**src/rtl/neuron_bus_pkg.sv**
```systemverilog
// Shared types and bus bit positions for the neuron shared-bus driver.
package neuron_bus_pkg;

   localparam int unsigned BUS_W      = 32;
   localparam int unsigned CMD_DATA_W = 22;
   localparam int unsigned DATA_W     = 16;

   localparam int unsigned DATA_LSB = 0;
   localparam int unsigned RD_BIT   = 16;
   localparam int unsigned WR_BIT   = 17;
   localparam int unsigned CS_BIT   = 18;
   localparam int unsigned THR_BIT  = 20;
   localparam int unsigned SPK_BIT  = 21;

   typedef enum logic [1:0] {
      OP_WRITE  = 2'b00,
      OP_READ   = 2'b01,
      OP_THRESH = 2'b10,
      OP_RSVD   = 2'b11
   } op_e;

   typedef enum logic [2:0] {
      IDLE,
      SETUP,
      STROBE,
      HOLD,
      THR
   } state_e;

   typedef struct packed {
      op_e                   op;
      logic [CMD_DATA_W-1:0] data;
      logic                  spike;
   } cmd_t;

endpackage

```
**src/rtl/neuron_bus_driver_if.sv**
```systemverilog
// Command handshake and bus-side signals of the neuron bus driver.
interface neuron_bus_driver_if;
   import neuron_bus_pkg::*;

   logic                  cmd_valid;
   logic                  cmd_ready;
   logic [1:0]            cmd_op;
   logic [CMD_DATA_W-1:0] cmd_data;
   logic                  cmd_spike;
   logic [BUS_W-1:0]      bus;
   logic                  busy;
   logic                  done;
   logic                  err;

   modport master (
      output cmd_valid, cmd_op, cmd_data, cmd_spike,
      input  cmd_ready, bus, busy, done, err
   );

   modport slave (
      input  cmd_valid, cmd_op, cmd_data, cmd_spike,
      output cmd_ready, bus, busy, done, err
   );

endinterface

```
**src/rtl/neuron_cmd_fifo.sv**
```systemverilog
// Synchronous command FIFO (power-of-2 depth >= 2) with full/empty flags.
module neuron_cmd_fifo
   import neuron_bus_pkg::*;
#(
   parameter int unsigned Depth = 4
) (
   input  logic clk,
   input  logic rst,
   input  logic push,
   input  cmd_t wdata,
   input  logic pop,
   output cmd_t rdata,
   output logic full,
   output logic empty
);

   localparam int unsigned AW = (Depth > 1) ? $clog2(Depth) : 1;

   cmd_t        mem_q [Depth];
   logic [AW:0] wptr_q, rptr_q;

   always_ff @(posedge clk) begin
      if (rst) begin
         wptr_q <= '0;
         rptr_q <= '0;
      end else begin
         if (push && !full) wptr_q <= wptr_q + 1'b1;
         if (pop && !empty) rptr_q <= rptr_q + 1'b1;
      end
   end

   always_ff @(posedge clk) begin
      if (push && !full) mem_q[wptr_q[AW-1:0]] <= wdata;
   end

   // Extra pointer bit distinguishes full from empty when the indices match.
   assign empty = (wptr_q == rptr_q);
   assign full  = (wptr_q[AW] != rptr_q[AW]) && (wptr_q[AW-1:0] == rptr_q[AW-1:0]);
   assign rdata = mem_q[rptr_q[AW-1:0]];

endmodule

```
**src/rtl/neuron_bus_driver.sv**
```systemverilog
// Host-side encoder sequencing commands into registered neuron bus words.
// Optional command buffering is enabled with NEURON_BUS_FIFO_EN.
module neuron_bus_driver
   import neuron_bus_pkg::*;
#(
   parameter int unsigned STROBE_CYCLES = 1,
   parameter int unsigned HOLD_CYCLES   = 1,
   parameter int unsigned FIFO_DEPTH    = 4
) (
   input logic                clk,
   input logic                rst,
   neuron_bus_driver_if.slave nb
);

   localparam int unsigned CntMax = ((STROBE_CYCLES > HOLD_CYCLES) ? STROBE_CYCLES
                                                                   : HOLD_CYCLES) - 1;
   localparam int unsigned CntW   = (CntMax > 0) ? $clog2(CntMax + 1) : 1;

   if (STROBE_CYCLES < 1 || HOLD_CYCLES < 1 || FIFO_DEPTH < 2 ||
       (FIFO_DEPTH & (FIFO_DEPTH - 1)) != 0) begin : g_param_check
      $error("neuron_bus_driver: invalid parameter value");
   end

   state_e           state_q, state_d;
   logic [CntW-1:0]  cnt_q, cnt_d;
   cmd_t             cmd_q, cmd_d;
   logic [BUS_W-1:0] bus_q, bus_d;
   logic             done_q, done_d;
   logic             err_q, err_d;

   cmd_t             in_cmd;
   cmd_t             src_cmd;
   logic             src_valid;

   assign in_cmd.op    = op_e'(nb.cmd_op);
   assign in_cmd.data  = nb.cmd_data;
   assign in_cmd.spike = nb.cmd_spike;

`ifdef NEURON_BUS_FIFO_EN
   logic fifo_full, fifo_empty;

   neuron_cmd_fifo #(
      .Depth (FIFO_DEPTH)
   ) u_fifo (
      .clk   (clk),
      .rst   (rst),
      .push  (nb.cmd_valid && nb.cmd_ready),
      .wdata (in_cmd),
      .pop   ((state_q == IDLE) && !fifo_empty),
      .rdata (src_cmd),
      .full  (fifo_full),
      .empty (fifo_empty)
   );

   assign nb.cmd_ready = !fifo_full && !rst;
   assign src_valid    = !fifo_empty;
   assign nb.busy      = (state_q != IDLE) || !fifo_empty;
`else
   assign nb.cmd_ready = (state_q == IDLE) && !rst;
   assign src_valid    = nb.cmd_valid && !rst;
   assign src_cmd      = in_cmd;
   assign nb.busy      = (state_q != IDLE);
`endif

   always_ff @(posedge clk) begin
      if (rst) begin
         state_q <= IDLE;
         cnt_q   <= '0;
         cmd_q   <= '0;
         bus_q   <= '0;
         done_q  <= 1'b0;
         err_q   <= 1'b0;
      end else begin
         state_q <= state_d;
         cnt_q   <= cnt_d;
         cmd_q   <= cmd_d;
         bus_q   <= bus_d;
         done_q  <= done_d;
         err_q   <= err_d;
      end
   end

   always_comb begin
      state_d = state_q;
      cnt_d   = cnt_q;
      cmd_d   = cmd_q;
      err_d   = 1'b0;
      bus_d   = '0;
      done_d  = 1'b0;

      case (state_q)
         IDLE: begin
            if (src_valid) begin
               unique case (src_cmd.op)
                  OP_WRITE, OP_READ: begin
                     state_d = SETUP;
                     cmd_d   = src_cmd;
                  end
                  // A threshold word without bit 20 set cannot be expressed on the bus.
                  OP_THRESH: begin
                     if (src_cmd.data[THR_BIT]) begin
                        state_d = THR;
                        cmd_d   = src_cmd;
                     end else begin
                        err_d = 1'b1;
                     end
                  end
                  default: err_d = 1'b1;
               endcase
            end
         end
         SETUP: begin
            state_d = STROBE;
            cnt_d   = CntW'(STROBE_CYCLES - 1);
         end
         STROBE: begin
            if (cnt_q == '0) begin
               state_d = HOLD;
               cnt_d   = CntW'(HOLD_CYCLES - 1);
            end else begin
               cnt_d = cnt_q - 1'b1;
            end
         end
         HOLD: begin
            if (cnt_q == '0) state_d = IDLE;
            else             cnt_d = cnt_q - 1'b1;
         end
         THR:     state_d = IDLE;
         default: state_d = IDLE;
      endcase

      // Bus word is a function of the state being entered, so the output is registered.
      case (state_d)
         SETUP, STROBE, HOLD: begin
            bus_d[DATA_LSB +: DATA_W] = cmd_d.data[DATA_W-1:0];
            bus_d[CS_BIT]             = 1'b1;
            bus_d[SPK_BIT]            = cmd_d.spike;
            if (state_d == STROBE) begin
               if (cmd_d.op == OP_READ) bus_d[RD_BIT] = 1'b1;
               else                     bus_d[WR_BIT] = 1'b1;
            end
            done_d = (state_d == HOLD) && (cnt_d == '0);
         end
         THR: begin
            bus_d[CMD_DATA_W-1:0] = cmd_d.data;
            done_d                = 1'b1;
         end
         default: ;
      endcase
   end

   assign nb.bus  = bus_q;
   assign nb.done = done_q;
   assign nb.err  = err_q;

endmodule
```
**src/flat_wrapper.sv**
```systemverilog
// flat-port wrapper written by rule: the top's interface ports become plain ports
module neuron_bus_driver_flat import neuron_bus_pkg::*;
#(
   parameter int unsigned STROBE_CYCLES = 1,
   parameter int unsigned HOLD_CYCLES   = 1,
   parameter int unsigned FIFO_DEPTH    = 4
)
  (clk, rst, nb_cmd_valid, nb_cmd_op, nb_cmd_data, nb_cmd_spike, nb_cmd_ready, nb_bus, nb_busy, nb_done, nb_err);
  neuron_bus_driver_if nb_i ();
  input logic clk;
  input logic rst;
  input wire logic [$bits(nb_i.cmd_valid)-1:0] nb_cmd_valid;
  input wire logic [$bits(nb_i.cmd_op)-1:0] nb_cmd_op;
  input wire logic [$bits(nb_i.cmd_data)-1:0] nb_cmd_data;
  input wire logic [$bits(nb_i.cmd_spike)-1:0] nb_cmd_spike;
  output wire logic [$bits(nb_i.cmd_ready)-1:0] nb_cmd_ready;
  output wire logic [$bits(nb_i.bus)-1:0] nb_bus;
  output wire logic [$bits(nb_i.busy)-1:0] nb_busy;
  output wire logic [$bits(nb_i.done)-1:0] nb_done;
  output wire logic [$bits(nb_i.err)-1:0] nb_err;
  assign nb_i.cmd_valid = nb_cmd_valid;
  assign nb_i.cmd_op = nb_cmd_op;
  assign nb_i.cmd_data = nb_cmd_data;
  assign nb_i.cmd_spike = nb_cmd_spike;
  assign nb_cmd_ready = nb_i.cmd_ready;
  assign nb_bus = nb_i.bus;
  assign nb_busy = nb_i.busy;
  assign nb_done = nb_i.done;
  assign nb_err = nb_i.err;
  neuron_bus_driver #(.STROBE_CYCLES(STROBE_CYCLES), .HOLD_CYCLES(HOLD_CYCLES), .FIFO_DEPTH(FIFO_DEPTH)) u_core (.clk(clk), .rst(rst), .nb(nb_i));
endmodule
```
**config.mk**
```make
export PLATFORM = sky130hd
export DESIGN_NAME = neuron_bus_driver_flat
export DESIGN_NICKNAME = d
export VERILOG_FILES = /design/src/rtl/neuron_bus_pkg.sv /design/src/rtl/neuron_bus_driver_if.sv /design/src/rtl/neuron_cmd_fifo.sv /design/src/rtl/neuron_bus_driver.sv /design/src/flat_wrapper.sv
export SDC_FILE = /design/constraint.sdc
export NUM_CORES = 1
export LEC_CHECK = 0
export CAP_MARGIN = 20
export CORE_UTILIZATION = 45
export DETAILED_ROUTE_END_ITERATION = 12
export DONT_BUFFER_PORTS = 1
export PLACE_DENSITY = 0.6
export SETUP_SLACK_MARGIN = 0.05
export SLEW_MARGIN = 20
export SYNTH_ARGS = -nofsm -noshare
export SYNTH_HDL_FRONTEND = slang
export SYNTH_HIERARCHICAL = 1
export SYNTH_SLANG_ARGS = --single-unit
```
**constraint.sdc**
```tcl
create_clock -name clk -period 1.5 [get_ports clk]
set_clock_uncertainty 0.2 [all_clocks]
set_input_delay 0 -clock clk [delete_from_list [all_inputs] [get_ports clk]]
set_output_delay 0 -clock clk [all_outputs]
set_load 0.1 [all_outputs]
```
Yosys cells after proc, flatten, opt, wreduce, memory -nomap -nowiden
Index checks and enable logic that the tools add are counted.
{"block": "op_classes", "add_sub_neg": 1, "eq_ne": 10, "n_mux": 20, "bitwise": 4, "reduce_logical": 12}
{"cell": "2-to-1 mux 25 bit", "count": 3}
{"cell": "case mux 25 bit (2 select lines)", "count": 1}
{"cell": "case mux 19 bit (2 select lines)", "count": 1}
{"cell": "equality test 3 x 2 -> 1 bit (second input constant)", "count": 4}
{"cell": "2-to-1 mux 3 bit", "count": 4}
{"cell": "case mux 3 bit (4 select lines)", "count": 1}
{"cell": "case mux 1 bit (2 select lines)", "count": 4}
{"cell": "equality test 3 x 1 -> 1 bit (second input constant)", "count": 2}
{"cell": "case mux 3 bit (2 select lines)", "count": 1}
{"cell": "OR reduction 2 bit", "count": 3}
{"cell": "OR reduction 3 bit", "count": 2}
{"cell": "equality test 2 x 1 -> 1 bit (second input constant)", "count": 2}
{"cell": "2-to-1 mux 1 bit", "count": 4}
{"cell": "NOT 1 bit", "count": 4}
{"cell": "equality test 3 bit (second input constant)", "count": 1}
{"cell": "logical AND 1 bit", "count": 3}
{"cell": "logical NOT 3 bit", "count": 1}
{"cell": "nonzero test 3 bit", "count": 1}
{"cell": "equality test 2 bit (second input constant)", "count": 1}
{"cell": "logical NOT 2 bit", "count": 1}
{"cell": "2-to-1 mux 2 bit", "count": 1}
{"cell": "logical NOT 1 bit", "count": 1}
{"cell": "subtractor 1 bit (second input constant)", "count": 1}
{"block": "word_totals", "regBits": 63, "word_cells": 57}

Logic depth before layout (Yosys ltp)
{"block": "logic_depth", "depth_word": 9, "depth_mapped": 8, "mapped_depth_nobuf": 6}

Worst setup path before layout
No wires, ideal clock.
{"block": "synth_path", "path_kind": "reg-to-reg", "from": "register u_core.state_q[1]", "to": "register u_core.bus_q[19], in the netlist u_core/nb.bus[19]", "setup_ns": 0.115, "arrival_ns": 2.305, "setup_slack_ns": -1.120, "path_stages_with_launch": 5, "n_path_buf": 0, "cell_sequence": "dfxtp_1 -> nor4_4 -> nand3_1 -> mux2_2 -> and2_1"}
{"block": "synth_between", "elab_chain_cells": 7, "word_cells_on_any_way": 14, "cone_classes": "4 x eq/ne; 7 x mux; 1 x bitwise; 2 x reduce/logical"}
{"element": "start: declaration", "line": "neuron_bus_driver.sv:24", "rtl": "state_e state_q, state_d;"}
{"element": "start signal: assignment", "line": "neuron_bus_driver.sv:74", "rtl": "state_q <= state_d;"}
{"element": "2-to-1 mux 3 bit", "line": "neuron_bus_driver.sv:101", "rtl": "if (src_cmd.data[THR_BIT]) begin"}
{"element": "case mux 3 bit (2 select lines)", "line": "neuron_bus_driver.sv:94", "rtl": "unique case (src_cmd.op)"}
{"element": "2-to-1 mux 3 bit", "line": "neuron_bus_driver.sv:93", "rtl": "if (src_valid) begin"}
{"element": "case mux 3 bit (4 select lines)", "line": "neuron_bus_driver.sv:91", "rtl": "case (state_q)"}
{"element": "equality test 3 bit", "line": "neuron_bus_driver.sv:133", "rtl": "case (state_d)"}
{"element": "NOT 1 bit (no line)"}
{"element": "OR reduction 2 bit (no line)"}
{"element": "end signal: assignment", "line": "neuron_bus_driver.sv:77", "rtl": "bus_q <= bus_d;"}
{"element": "end: declaration", "line": "neuron_bus_driver.sv:27", "rtl": "logic [BUS_W-1:0] bus_q, bus_d;"}
Several ways; a longest one is shown, not always the timed one.
A chain may end at the register's enable or synchronous reset.

Final worst setup path
{"block": "layout_path", "from": "register u_core.state_q[2]", "to": "register u_core.bus_q[16], in the netlist u_core/nb.bus[16]"}
{"block": "layout_between", "elab_chain_cells": 7, "word_cells_on_any_way": 20, "cone_classes": "8 x eq/ne; 10 x mux; 2 x reduce/logical"}
{"element": "2-to-1 mux 3 bit", "line": "neuron_bus_driver.sv:101"}
{"element": "case mux 3 bit (2 select lines)", "line": "neuron_bus_driver.sv:94"}
{"element": "2-to-1 mux 3 bit", "line": "neuron_bus_driver.sv:93"}
{"element": "case mux 3 bit (4 select lines)", "line": "neuron_bus_driver.sv:91"}
{"element": "equality test 3 x 1 -> 1 bit, or another cell as far along", "line": "neuron_bus_driver.sv:133"}
{"element": "OR reduction 3 bit or 2-to-1 mux 2 bit (tied branches)", "line": "neuron_bus_driver.sv:133, neuron_bus_driver.sv:138"}
{"element": "case mux 19 bit (2 select lines) (*)", "line": "neuron_bus_driver.sv:133"}
Mark *: on every way between the ends. The rest lies on a longest branch, timed or not.

==> results.ini <==
[critical_path]
slowest_stage = nor4_4
critical_path_class = flip-flop to flip-flop
reg2reg_from = u_core/state_q[2]
r2r_setup_slack_ns = -0.29
end_kind = flip-flop
worstPathCellList = nor4_4 > nand2_4 > nor2b_4 > buf_6 > mux2i_4 > o2bb2ai_1
ff2ff_path_depth = 6
arrival_ns = 1.78
critPathLaunchType = flip-flop
critPathRequiredTime_ns = 1.49
r2r_end = u_core/nb.bus[16]
critPathMaxStageDelay_ns = 0.38
critPathMaxFanout = 5

[power_and_ir_drop]
peakVddDrop_uv = 632
p_leak_nw = 1.19
power_density_mw_per_mm2 = 1100
power_mw = 3.12

[floorplan]
io_pins = 64
rows = 22
dieWidth_um = 66.2
die_h_um = 66.2
dieArea_mm2 = 0.00438
core-area_mm2 = 0.00380
initial_utilization_pct = 48.8

[routing]
antenna_left = 0
routed_wl_mm = 4.61
drc_errors = 0
initialDrtViolationCount = 62
via_per_inst = 5.07
vias = 1648
drt_pass1_iterations = 4
post_drt_wl_per_cell_um = 14.2

[synth]
yosysMostFrequentCell = dfxtp_1
ys_types = 35
synth_edf_count = 0
synth_cells = 205
ys_ff_latch = 51
ys.warnings.count = 6
ys_top_cells_by_area = dfxtp_1 (55%), a21oi_1 (7.8%), nand2_1 (7.1%), nor2_1 (4.7%), buf_4 (4.5%)
ys_async_sr_fraction_pct = 0
ys.flop_type = dfxtp_1
yosysSeqAreaShare_pct = 55.1
synth_commonest_cells = dfxtp_1 (51), nand2_1 (35), a21oi_1 (29), nor2_1 (23), o21ai_0 (12)
synth_area_mm2 = 0.00185
synth_top_area_cell = dfxtp_1
yosys.area.top_type_share_pct = 55.1
avgSynthCellArea_um2 = 9.04

[global_routing]
antenna_found_initial = 0
grt_max_degree = 35
overflow = 0
grt_pass1_wl_mm = 6.75
track_usage_pct = 20.9
grt_pass1_vias = 1518

[finish]
final_cells = 325
drive_gt1_share_pct = 38.6
finalNetCount = 304
syn_to_final_growth_pct = 53.3
fillers = 274
antenna_cells = 0

[timing]
fin_crit_ns = 1.79
max_freq_mhz = 560
rsz0062_at_grt = yes
drv_slew = 0
setup_tns_ns = -9.40
finalHoldViolCount = 38
setup_viol = 50
worst_slack_ns = -0.286
holdWs_ns = -0.339
min_period_over_period_pct = 119

[flow_run]
drv_cap = 0

[clock_network]
cts.path.max_buffers = 2
cts_hold_buffers = 26
cts.clk_slew.worst_paths_ns = 0.08
clock_latency_ns = 0.30
clock-sinks = 51
htree_levels = 2
numCtsBuffers = 5
cts_root_buffer = clkbuf_8
tritoncts = yes

[status]
violations = hold timing, setup timing
outcome = finished with violations

[worst_hold_path]
whs_path_depth = 2
whs_endpoint = u_core/cmd_q[23]
worstHoldStart = nb_cmd_op[0]
hp-class = input port to flip-flop

[placed_design]
hpwl_mm = 2.79
globalplace.congestion = 0.818
io_buffers = 0
dp_cells = 284

-- per-layer routing --
layer | GRT usage, % | wire length (um)
met5 | 0 | 0
met4 | 8.51 | 101
met3 | 5.52 | 211
met2 | 39.3 | 2510
met1 | 21.6 | 1790
-- layout make-up --
class | count | area [um2] | area share [%]
clock buffer | 7 | 96.3 | 3.39
inverter | 5 | 21.3 | 0.749
tap | 48 | 60.1 | 2.11
timing repair buffer | 74 | 701 | 24.7
multi-input combinational | 139 | 927 | 32.6
clock inverter | 1 | 7.51 | 0.264
sequential | 51 | 1030 | 36.2
-- cell usage in the layout (no fill, tap or decap), types with 4 or more instances in the layout --
cell type / instances
dfxtp_1: 48
buf_4: 39
nand2_1: 25
dlygate4sd3_1: 24
nor2_1: 18
a21oi_1: 16
a21oi_2: 13
conb_1: 10
nand2_4: 8
clkbuf_8: 7
o21ai_2: 6
buf_12: 4
buf_6: 4
inv_1: 4
-- worst max path at each step --
stage	endpoint	slack (ns)	from
final	u_core/nb.bus[16]	-0.29	u_core/state_q[2]
after global routing	u_core/nb.bus[6]	-0.35	u_core/state_q[2]
after CTS	u_core/nb.bus[8]	-0.25	u_core/state_q[2]
after detailed placement	u_core/nb.bus[16]	-0.27	u_core/state_q[2]
after global placement	u_core/nb.bus[21]	-0.26	u_core/state_q[0]
after floorplan	u_core/nb.bus[19]	-1.08	u_core/state_q[2]
-- flip-flops by register name, indices dropped and copies added (netlist names) --
name / cells
u_core/cmd_q: 23
u_core/cnt_q: 1
u_core/nb.bus: 22
u_core/nb.done: 1
u_core/nb.err: 1
u_core/state_q: 3
-- worst max-delay path: cells and delay by family, from the launching register on --
| family | cells | cell delay [ns] |
|---|---|---|
| buffers and inverters | 1 | 0.15 |
| DFF | 1 | 0.35 |
| muxes | 1 | 0.25 |
| AOI/OAI and AO/OA | 1 | 0.08 |
| and+or+nand+nor | 3 | 0.65 |
-- report_power, final --
group / switching (mW) / internal (mW)
Clock: 0.422 / 0.419
Sequential: 0.0304 / 1.41
Combinational: 0.563 / 0.267
Total: 1.01 / 2.10
-- metrics by stage --
step	setup WS (ns)	util [%]	area [um2]
after global placement	-0.257	56.8	2160
after detailed placement	-0.269	56.8	2160
after floorplan	-1.08	-	1910
after global routing	-0.349	74.8	2840
after CTS	-0.246	70.8	2690
final	-0.286	74.8	2840
-- timing repair --
| action | 4_1_cts | 5_1_grt |
|---|---|---|
| pin swaps | 3 | 12 |
| setup endpoints to repair | 51 | 52 |
| endpoints found under the hold margin | 51 | 38 |
| gates resized for setup | 38 | 35 |
| buffers inserted | 5 | 2 |
-- kinds of logic after synthesis --
| group | after synthesis | share of synthesized area, % |
|---|---|---|
| multiplexers | 3 | 1.69 |
| other | 1 | 0.202 |
| buffers and inverters | 24 | 8.03 |
| AND/OR/NAND/NOR | 74 | 18.4 |
| AO/OA/AOI/OAI | 51 | 16.1 |
| XOR/XNOR | 1 | 0.473 |
| flip-flops | 51 | 55.1 |
(Power assumes the default switching activity.)
